[src/rtl/analog_pkg.sv]
// Shared analog-path definitions for the sine stage and its pin driver.
package analog_pkg;

  localparam int ANALOG_W  = 6;   // sine stage output width
  localparam int DIGITAL_W = 12;

  typedef logic [ANALOG_W-1:0] analog_t;

endpackage

[src/rtl/analog_pwm_out_if.sv]
// Sample stream handshake into the PWM pin driver.
interface analog_pwm_out_if #(
  parameter int DATA_W = analog_pkg::ANALOG_W
);

  logic              s_valid;
  logic              s_ready;
  logic [DATA_W-1:0] s_data;

  modport master (output s_valid, output s_data, input  s_ready);
  modport slave  (input  s_valid, input  s_data, output s_ready);

endinterface

[src/rtl/analog_sample_fifo.sv]
// Small synchronous sample FIFO; full/empty derive from an occupancy count.
module analog_sample_fifo #(
  parameter int DATA_W = 6,
  parameter int DEPTH  = 4
) (
  input  logic              clk,
  input  logic              rst_n,
  input  logic              push,
  input  logic              pop,
  input  logic [DATA_W-1:0] wdata,
  output logic [DATA_W-1:0] rdata,
  output logic              full,
  output logic              empty
);

  localparam int AW = (DEPTH > 1) ? $clog2(DEPTH) : 1;

  logic [DATA_W-1:0] mem_q [DEPTH];
  logic [DATA_W-1:0] mem_d [DEPTH];
  logic [AW-1:0]     wr_ptr_q, wr_ptr_d;
  logic [AW-1:0]     rd_ptr_q, rd_ptr_d;
  logic [AW:0]       count_q,  count_d;
  logic              push_ok, pop_ok;

  assign full  = (count_q == (AW+1)'(DEPTH));
  assign empty = (count_q == '0);
  assign rdata = mem_q[rd_ptr_q];

  // Pointer/occupancy update; simultaneous push+pop leaves count unchanged.
  always_comb begin
    push_ok  = push && !full;
    pop_ok   = pop && !empty;
    mem_d    = mem_q;
    wr_ptr_d = wr_ptr_q;
    rd_ptr_d = rd_ptr_q;
    count_d  = count_q;
    if (push_ok) begin
      mem_d[wr_ptr_q] = wdata;
      wr_ptr_d        = wr_ptr_q + 1'b1;
    end
    if (pop_ok) begin
      rd_ptr_d = rd_ptr_q + 1'b1;
    end
    if (push_ok && !pop_ok) begin
      count_d = count_q + 1'b1;
    end else if (pop_ok && !push_ok) begin
      count_d = count_q - 1'b1;
    end
  end

  // Storage and pointer registers.
  always_ff @(posedge clk or negedge rst_n) begin
    if (!rst_n) begin
      for (int unsigned i = 0; i < DEPTH; i++) mem_q[i] <= '0;
      wr_ptr_q <= '0;
      rd_ptr_q <= '0;
      count_q  <= '0;
    end else begin
      mem_q    <= mem_d;
      wr_ptr_q <= wr_ptr_d;
      rd_ptr_q <= rd_ptr_d;
      count_q  <= count_d;
    end
  end

endmodule

[src/rtl/analog_pwm_out.sv]
// PWM pin driver: buffers samples and replays each as one 2**DATA_W-tick frame.
// Optional: ANALOG_PWM_UNDERRUN_CNT_EN adds a saturating underrun_cnt output.
module analog_pwm_out
  import analog_pkg::*;
#(
  parameter int DATA_W     = ANALOG_W,
  parameter int PRESCALE   = 1,
  parameter int FIFO_DEPTH = 4
) (
  input  logic              clk,
  input  logic              rst_n,
  input  logic              enable,
  analog_pwm_out_if.slave   s,
  output logic              pwm_out,
  output logic              frame_start,
`ifdef ANALOG_PWM_UNDERRUN_CNT_EN
  output logic              underrun,
  output logic [15:0]       underrun_cnt
`else
  output logic              underrun
`endif
);

  localparam int PW = (PRESCALE > 1) ? $clog2(PRESCALE) : 1;
  localparam logic [PW-1:0] PRE_MAX = PW'(PRESCALE - 1);

  logic [PW-1:0]     pre_cnt_q, pre_cnt_d;
  logic [DATA_W-1:0] frm_cnt_q, frm_cnt_d;
  logic [DATA_W-1:0] duty_q, duty_d;
  logic              pwm_q, pwm_d;
  logic              frame_start_q, frame_start_d;
  logic              underrun_q, underrun_d;
  logic              tick, load;
  logic              fifo_push, fifo_pop, fifo_full, fifo_empty;
  logic [DATA_W-1:0] fifo_rdata;

  assign s.s_ready   = !fifo_full;
  assign fifo_push   = s.s_valid && !fifo_full;
  assign pwm_out     = pwm_q;
  assign frame_start = frame_start_q;
  assign underrun    = underrun_q;

  analog_sample_fifo #(
    .DATA_W (DATA_W),
    .DEPTH  (FIFO_DEPTH)
  ) u_fifo (
    .clk   (clk),
    .rst_n (rst_n),
    .push  (fifo_push),
    .pop   (fifo_pop),
    .wdata (s.s_data),
    .rdata (fifo_rdata),
    .full  (fifo_full),
    .empty (fifo_empty)
  );

  // Prescaler, frame counter, duty load and pin compare.
  always_comb begin
    tick      = enable && (pre_cnt_q == PRE_MAX);
    pre_cnt_d = '0;
    frm_cnt_d = '0;
    if (enable) begin
      pre_cnt_d = tick ? '0 : pre_cnt_q + 1'b1;
      frm_cnt_d = tick ? frm_cnt_q + 1'b1 : frm_cnt_q;
    end
    load          = enable && (frm_cnt_q == '0) && (pre_cnt_q == '0);
    fifo_pop      = load && !fifo_empty;
    duty_d        = fifo_pop ? fifo_rdata : duty_q;
    frame_start_d = load;
    underrun_d    = load && fifo_empty;
    // Compare against the duty being loaded so count 0 of a frame already
    // uses that frame's own duty; this gives exactly duty ticks high per frame.
    pwm_d         = enable && (frm_cnt_q < duty_d);
  end

  // Driver state registers.
  always_ff @(posedge clk or negedge rst_n) begin
    if (!rst_n) begin
      pre_cnt_q     <= '0;
      frm_cnt_q     <= '0;
      duty_q        <= '0;
      pwm_q         <= 1'b0;
      frame_start_q <= 1'b0;
      underrun_q    <= 1'b0;
    end else begin
      pre_cnt_q     <= pre_cnt_d;
      frm_cnt_q     <= frm_cnt_d;
      duty_q        <= duty_d;
      pwm_q         <= pwm_d;
      frame_start_q <= frame_start_d;
      underrun_q    <= underrun_d;
    end
  end

`ifdef ANALOG_PWM_UNDERRUN_CNT_EN
  logic [15:0] ucnt_q, ucnt_d;

  assign underrun_cnt = ucnt_q;

  // Saturating count of underrun pulses.
  always_comb begin
    ucnt_d = ucnt_q;
    if (underrun_q && (ucnt_q != '1)) ucnt_d = ucnt_q + 1'b1;
  end

  // Underrun counter register; cleared only by reset.
  always_ff @(posedge clk or negedge rst_n) begin
    if (!rst_n) ucnt_q <= '0;
    else        ucnt_q <= ucnt_d;
  end
`endif

endmodule

[src/flat_wrapper.sv]
// flat-port wrapper written by rule: the top's interface ports become plain ports
module analog_pwm_out_flat import analog_pkg::*;
#(
  parameter int DATA_W     = ANALOG_W,
  parameter int PRESCALE   = 1,
  parameter int FIFO_DEPTH = 4
)
  (clk, rst_n, enable, pwm_out, frame_start, underrun, s_s_valid, s_s_data, s_s_ready);
  analog_pwm_out_if #(.DATA_W(DATA_W)) s_i ();
  input  logic clk;
  input  logic rst_n;
  input  logic enable;
  output logic pwm_out;
  output logic frame_start;
  output logic underrun;
  input wire logic [$bits(s_i.s_valid)-1:0] s_s_valid;
  input wire logic [$bits(s_i.s_data)-1:0] s_s_data;
  output wire logic [$bits(s_i.s_ready)-1:0] s_s_ready;
  assign s_i.s_valid = s_s_valid;
  assign s_i.s_data = s_s_data;
  assign s_s_ready = s_i.s_ready;
  analog_pwm_out #(.DATA_W(DATA_W), .PRESCALE(PRESCALE), .FIFO_DEPTH(FIFO_DEPTH)) u_core (.clk(clk), .rst_n(rst_n), .enable(enable), .s(s_i), .pwm_out(pwm_out), .frame_start(frame_start), .underrun(underrun));
endmodule
[config.mk]
export PLATFORM = sky130hd
export DESIGN_NAME = analog_pwm_out_flat
export DESIGN_NICKNAME = d
export VERILOG_FILES = /design/src/rtl/analog_pkg.sv /design/src/rtl/analog_pwm_out_if.sv /design/src/rtl/analog_sample_fifo.sv /design/src/rtl/analog_pwm_out.sv /design/src/flat_wrapper.sv
export SDC_FILE = /design/constraint.sdc
export NUM_CORES = 1
export LEC_CHECK = 0
export ABC_AREA = 1
export CAP_MARGIN = 15
export CORE_UTILIZATION = 50
export CTS_BUF_LIST = sky130_fd_sc_hd__clkbuf_4
export DETAILED_ROUTE_END_ITERATION = 8
export DONT_BUFFER_PORTS = 1
export PLACE_DENSITY = 0.68
export REMOVE_ABC_BUFFERS = 1
export SLEW_MARGIN = 20
export SYNTH_ARGS = -nofsm -noshare
export SYNTH_HDL_FRONTEND = slang
export SYNTH_SLANG_ARGS = --single-unit
[constraint.sdc]
create_clock -name clk -period 1.9 [get_ports clk]
set_clock_uncertainty 0.1 [all_clocks]
set_input_delay 0.57 -clock clk [delete_from_list [all_inputs] [get_ports clk]]
set_output_delay 0.57 -clock clk [all_outputs]
set_load 0.03 [all_outputs]
# Word level (Yosys, flattened, before mapping)
# Index checks and enable logic that the tools add are counted.
# Widths: inputs -> output; s select.
# word_totals
reg_bits	47
input_bits	10
out_inout_bits	4
word_cells	60
# op_classes
n_addsub	6
magnitude_cmp	4
n_eq_ne	2
mux	13
n_bitwise	3
reduce_logical	19
# ops
cell	count
$mux 6	6
$bwmux 24	1
$bmux 6 s2	1
$demux 6 s2	1
$logic_and 1x1->1	12
$add 6x1->6 const B	1
$ge 3x3->1 const B	2
$logic_not 6->1	1
$lt 6x6->1	1
$mux 3	2
$not 2->3	2
$add 2x1->2 const B	2
$logic_not 1->1	4
$add 3x1->3 const B	1
$eq 3x3->1 const B	1
$logic_not 3->1	1
$lt 3x1->1 const B	1
$sub 3x1->3 const B	1
$mux 1	2
$ne 2x1->1 const B	1
$reduce_bool 2->1	1
$add 1x1->1 const B	1
$not 1->1	1

# Depth between registers and ports, before layout
# logic_depth
word_depth	8
depth_mapped	15
depth_no_buf	15

# Hierarchy
# From an unflattened synthesis, not the netlist that was laid out.
# hier_totals
hier_cells	304
hier_area_um2	2546.2
# modules_own_cells
mod	n_inst	cells_per_inst	area_per_inst_um2	seq_area_each_um2
analog_sample_fifo	1	199	1649.1	775.7
analog_pwm_out	1	105	897.1	400.4

# Worst setup path after synthesis
# No wires, ideal clock.
# synth_timing
kind	register to register
from	register u_core.u_fifo.count_q[0]
to	register u_core.u_fifo.count_q[2]
setup_ns	0.131
t_arrival_ns	1.898
required_ns	1.669
slack_ns	-0.229
path_stages_with_launch	11
path_buffers	0
synth_period_minus_slack_ns	2.129
cell_sequence	dfrtp_1 inv_1 nand3_1 nand2_1 inv_2 ha_1 inv_1 fa_1 a21oi_1 o21ai_0 xor2_1
# synth_via
elab_chain_cells	7
word_cells_on_any_way	17
cone_classes	2 x add/sub; 1 x eq/ne; 2 x mux; 12 x reduce/logical
# synth_rtl
item	line_no	text
start, declared	analog_sample_fifo.sv:22	logic [AW:0] count_q, count_d;
start signal, assigned	analog_sample_fifo.sv:62	count_q <= count_d;
$eq 3x3->1 *	analog_sample_fifo.sv:25	assign full = (count_q == (AW+1)'(DEPTH));
$logic_not 1->1 *	-	
named net s_s_ready	flat_wrapper.sv:18	output wire logic [$bits(s_i.s_ready)-1:0] s_s_ready;
$logic_and 1x1->1	analog_pwm_out.sv:38	assign fifo_push = s.s_valid && !fifo_full;
$logic_and 1x1->1 *	analog_sample_fifo.sv:31	push_ok = push && !full;
named net u_core.u_fifo.push_ok	analog_sample_fifo.sv:23	logic push_ok, pop_ok;
$logic_not 1->1	analog_sample_fifo.sv:46	end else if (pop_ok && !push_ok) begin
$logic_and 1x1->1	analog_sample_fifo.sv:46	
$reduce_bool 2->1 (no line)	-	
# Mark *: on every way through the listed nets, which the timed path passes. The rest lies on a longest branch. The select of a mux whose other input is x is not followed.
# A chain may end at the register's enable or synchronous reset.

# Worst setup path in the final report
# layout_timing
from	register u_core.frm_cnt_q[1]
to	register u_core.pwm_q (netlist: u_core.pwm_out)
# layout_via
elab_chain_cells	7
# layout_rtl
item	line_no	text
start, declared	analog_pwm_out.sv:28	logic [DATA_W-1:0] frm_cnt_q, frm_cnt_d;
start signal, assigned	analog_pwm_out.sv:87	frm_cnt_q <= frm_cnt_d;
$logic_not 6->1	analog_pwm_out.sv:66	load = enable && (frm_cnt_q == '0) && (pre_cnt_q == '0);
$logic_and 1x1->1 (2 in a row)	analog_pwm_out.sv:66	
$logic_and 1x1->1	analog_pwm_out.sv:67	fifo_pop = load && !fifo_empty;
$mux 6	analog_pwm_out.sv:68	duty_d = fifo_pop ? fifo_rdata : duty_q;
named net u_core.duty_d[3]	analog_pwm_out.sv:29	logic [DATA_W-1:0] duty_q, duty_d;
$lt 6x6->1	analog_pwm_out.sv:73	pwm_d = enable && (frm_cnt_q < duty_d);
$logic_and 1x1->1	analog_pwm_out.sv:73	
named net u_core.pwm_d	analog_pwm_out.sv:30	logic pwm_q, pwm_d;
end signal, assigned	analog_pwm_out.sv:89	pwm_q <= pwm_d;
end, declared	analog_pwm_out.sv:30	
# The timed path passes the listed nets, and every way through them passes these cells.

==> results.cfg <==
[logic_synthesis]
synthFlopType = dfrtp_1
ys_seq_elements = 47
syn_area_per_cell_um2 = 8.72
ys_warn_count = 0
syn_area_mm2 = 0.00228
synth_common_cells = 53 x nand2_1, 47 x dfrtp_1, 41 x inv_1, 41 x o21ai_0, 18 x nor2_1
syn_inst = 261
ys_top_cells_by_area = dfrtp_1 52%, o21ai_0 9.0%, nand2_1 8.7%
synth_top_area_share_pct = 51.6
synth_most_common_cell = nand2_1
ys_types = 26
synth_edf_count = 0
ys_seq_area_share_pct = 51.6
yosysTopAreaCell = dfrtp_1
ys_async_sr_fraction_pct = 100

[final_layout]
nets = 326
drive_gt1_share_pct = 28.0
fin_util_pct = 65.7
seq_area_mm2 = 0.00118
fill_cells = 354
antennaDiodeCount = 0
area_delta_synth_final_pct = 25.7
multi_input_area_mm2 = 0.00106

[power_and_ir_drop]
vdd_drop_max_v = 0.00105
combinationalPowerShare_pct = 49.3
pwr_density_cell_mw_per_mm2 = 1470
p_leak_uw = 0.00143
p_sw_share_pct = 39.9
p_seq_share_pct = 38.8
pwr-share-clk_pct = 11.9
cellInternalPower_uw = 2530
p_switching_uw = 1680

[drt]
drt-total-wl_um = 4560
vias_per_cell = 5.16
drtPass1Iterations = 4
vias = 1837
drc = 0
wl_per_cell_um = 12.8
drtIter0Drc = 131
ant_nets = 0

[die]
die_h_um = 69.5
rows = 24
core_area_mm2 = 0.00435
start_util_pct = 52.3
die_area_mm2 = 0.00483
die_w_um = 69.5
io_pins = 14

[sta]
finalWorstSetupSlack_ps = -162
max_freq_mhz = 485
whs_ps = 225
finalSetupTns_ps = -333
setup_viol = 3
rsz0062_at_grt = true
slew_violations = 0
period_share_pct = 109
finalHoldViolations = 0
min_period_ps = 2060

[clock_network]
insertion_delay_ps = 370
htree_num_levels = 2
cts_root_buf = clkbuf_4
cts_tree = done
clock_path_buffers = 2
clk_pin_slew_ps = 140
cts.sinks = 47
cts_buffers = 5

[place]
hpwl_um = 3120
gp_congestion = 0.803
dpl_worst_slack_ps = -324
port_buffers = 0

[global_route]
grt_usage_pct = 21.3
antenna_found_initial = 0
grt_pass1_wl_um = 8190
grt_max_degree = 48
overflow = 0
grt_pass1_vias = 1780

[worst_setup_path]
r2r_slack_ps = -160
crit_fanout = 5
critPathCaptureType = flip-flop
cp-start-kind = flip-flop
timing.rr.end = u_core.pwm_out
crit_type = flip-flop to flip-flop
crit_arrival_ps = 2230
reg2reg_depth = 14
required_ps = 2070
reg2reg_from = u_core.frm_cnt_q[1]

[worst_hold_path]
worstHoldEndpoint = u_core.frm_cnt_q[3]
hold_depth = 2
holdCritStartpoint = enable
min_path_type = input port to flip-flop

[run_status]
status = complete, but fails checks
failed_checks = setup timing

[run]
cap_viol_max_count = 0
-- critical path, stage by stage (launching register included) --
cell and delay [ps]:
dfrtp_1 420, inv_2 80, ha_4 140, nand2_4 50, nor2_4 130, nand2_4 80
nor2_8 110, buf_4 140, nand2_1 60, o21ai_2 70, inv_1 90, ha_4 270
nand2_1 60, nor2_2 100, a21oi_2 60
-- worst max-delay path by stage --
stage / cells after the start / slack (ps) / end / from
floorplan: 10 / -230 / u_core.u_fifo.count_q[2] / u_core.u_fifo.count_q[0]
global placement: 11 / -200 / u_core.pwm_out / enable
detailed placement: 13 / -320 / u_core.pwm_out / u_core.frm_cnt_q[0]
CTS: 13 / -200 / u_core.pwm_out / u_core.frm_cnt_q[1]
global route: 14 / -280 / u_core.pwm_out / u_core.frm_cnt_q[1]
finish: 14 / -160 / u_core.pwm_out / u_core.frm_cnt_q[1]
-- flip-flops by register name, summed over array words and instances (netlist names) --
signal and flops:
u_core.pre_cnt_q 1, u_core.u_fifo.rd_ptr_q 2, u_core.frm_cnt_q 6, u_core.u_fifo.wr_ptr_q 2, u_core.underrun 1, u_core.u_fifo.count_q 3
u_core.u_fifo.mem_q 24, u_core.pwm_out 1, u_core.frame_start 1, u_core.duty_q 6
-- stage by stage --
stage / total power (uW) / std cells / instance area [um2]
after floorplan: 2680 / 255 / 2250
after global placement: 3250 / 339 / 2550
after detailed placement: 3330 / 339 / 2550
after CTS: 4050 / 352 / 2800
after global routing: 4610 / 356 / 2860
final: 4200 / 356 / 2860
-- logic make-up after synthesis --
group	Yosys count	share of synthesized area, %
buffers and inverters	48	8.24
other	1	0.165
xor gates and xnor gates	5	1.92
and+or+nand+nor	88	16.9
DFF	47	51.6
adders and majority gates	13	7.47
AOI/OAI and AO/OA	59	13.7
-- cell type report --
type,count,area share [%]
multi-input combinational,166,37.2
inverter,42,5.51
tap,52,2.27
clock inverter,2,0.612
timing repair buffer,41,11.8
clock buffer,6,1.57
sequential,47,41.1
-- layout by cell type (no fill, tap or decap) --
cell type	instances
nand2_1	51
dfrtp_1	47
buf_4	37
o21ai_0	36
inv_1	34
nor2_1	16
inv_2	8
ha_1	7
o21ai_2	6
a21oi_1	6
clkbuf_4	6
nand3_1	5
o22ai_1	5
ha_4	5
xor2_1	4
o21ai_1	3
nand2_2	2
nand2_4	2
nor2_2	2
nand3_4	2
nand3_2	2
a21oi_2	2
nor3_1	2
clkinv_4	2
buf_6	2
nor2_4	1
nor2_8	1
and2_2	1
or2_2	1
a211oi_4	1
xnor2_1	1
fa_2	1
buf_16	1
dlygate4sd3_1	1
conb_1	1
-- power groups by stage --
| stage | Clock (uW) | Sequential, uW | Combinational, uW |
|---|---|---|---|
| 2_1_floorplan | 0 | 1630 | 1050 |
| 3_3_place_gp | 0 | 1630 | 1620 |
| 3_5_place_dp | 0 | 1630 | 1690 |
| 4_1_cts | 509 | 1620 | 1920 |
| 5_1_grt | 559 | 1690 | 2360 |
| 6_report | 500 | 1630 | 2070 |
-- routing by layer --
layer | global-route usage, % | share of wire, % | vias up
met5 | 0 | 0 | -
met4 | 6.12 | 1.1 | 0
met3 | 4.51 | 3.5 | 6
met2 | 32.9 | 46 | 31
met1 | 30.6 | 49 | 887
li1 | - | - | 913
-- repair_timing --
action | CTS | global route
cloned | 0 | 0
pin swaps | 11 | 4
buffers inserted | 3 | 4
hold buffers | 2 | 0
endpoints found under the hold margin | 47 | 0
gates resized for setup | 28 | 13
endpoints found under the setup margin | 4 | 4
Note: power is estimated with default switching activity, not from simulation.
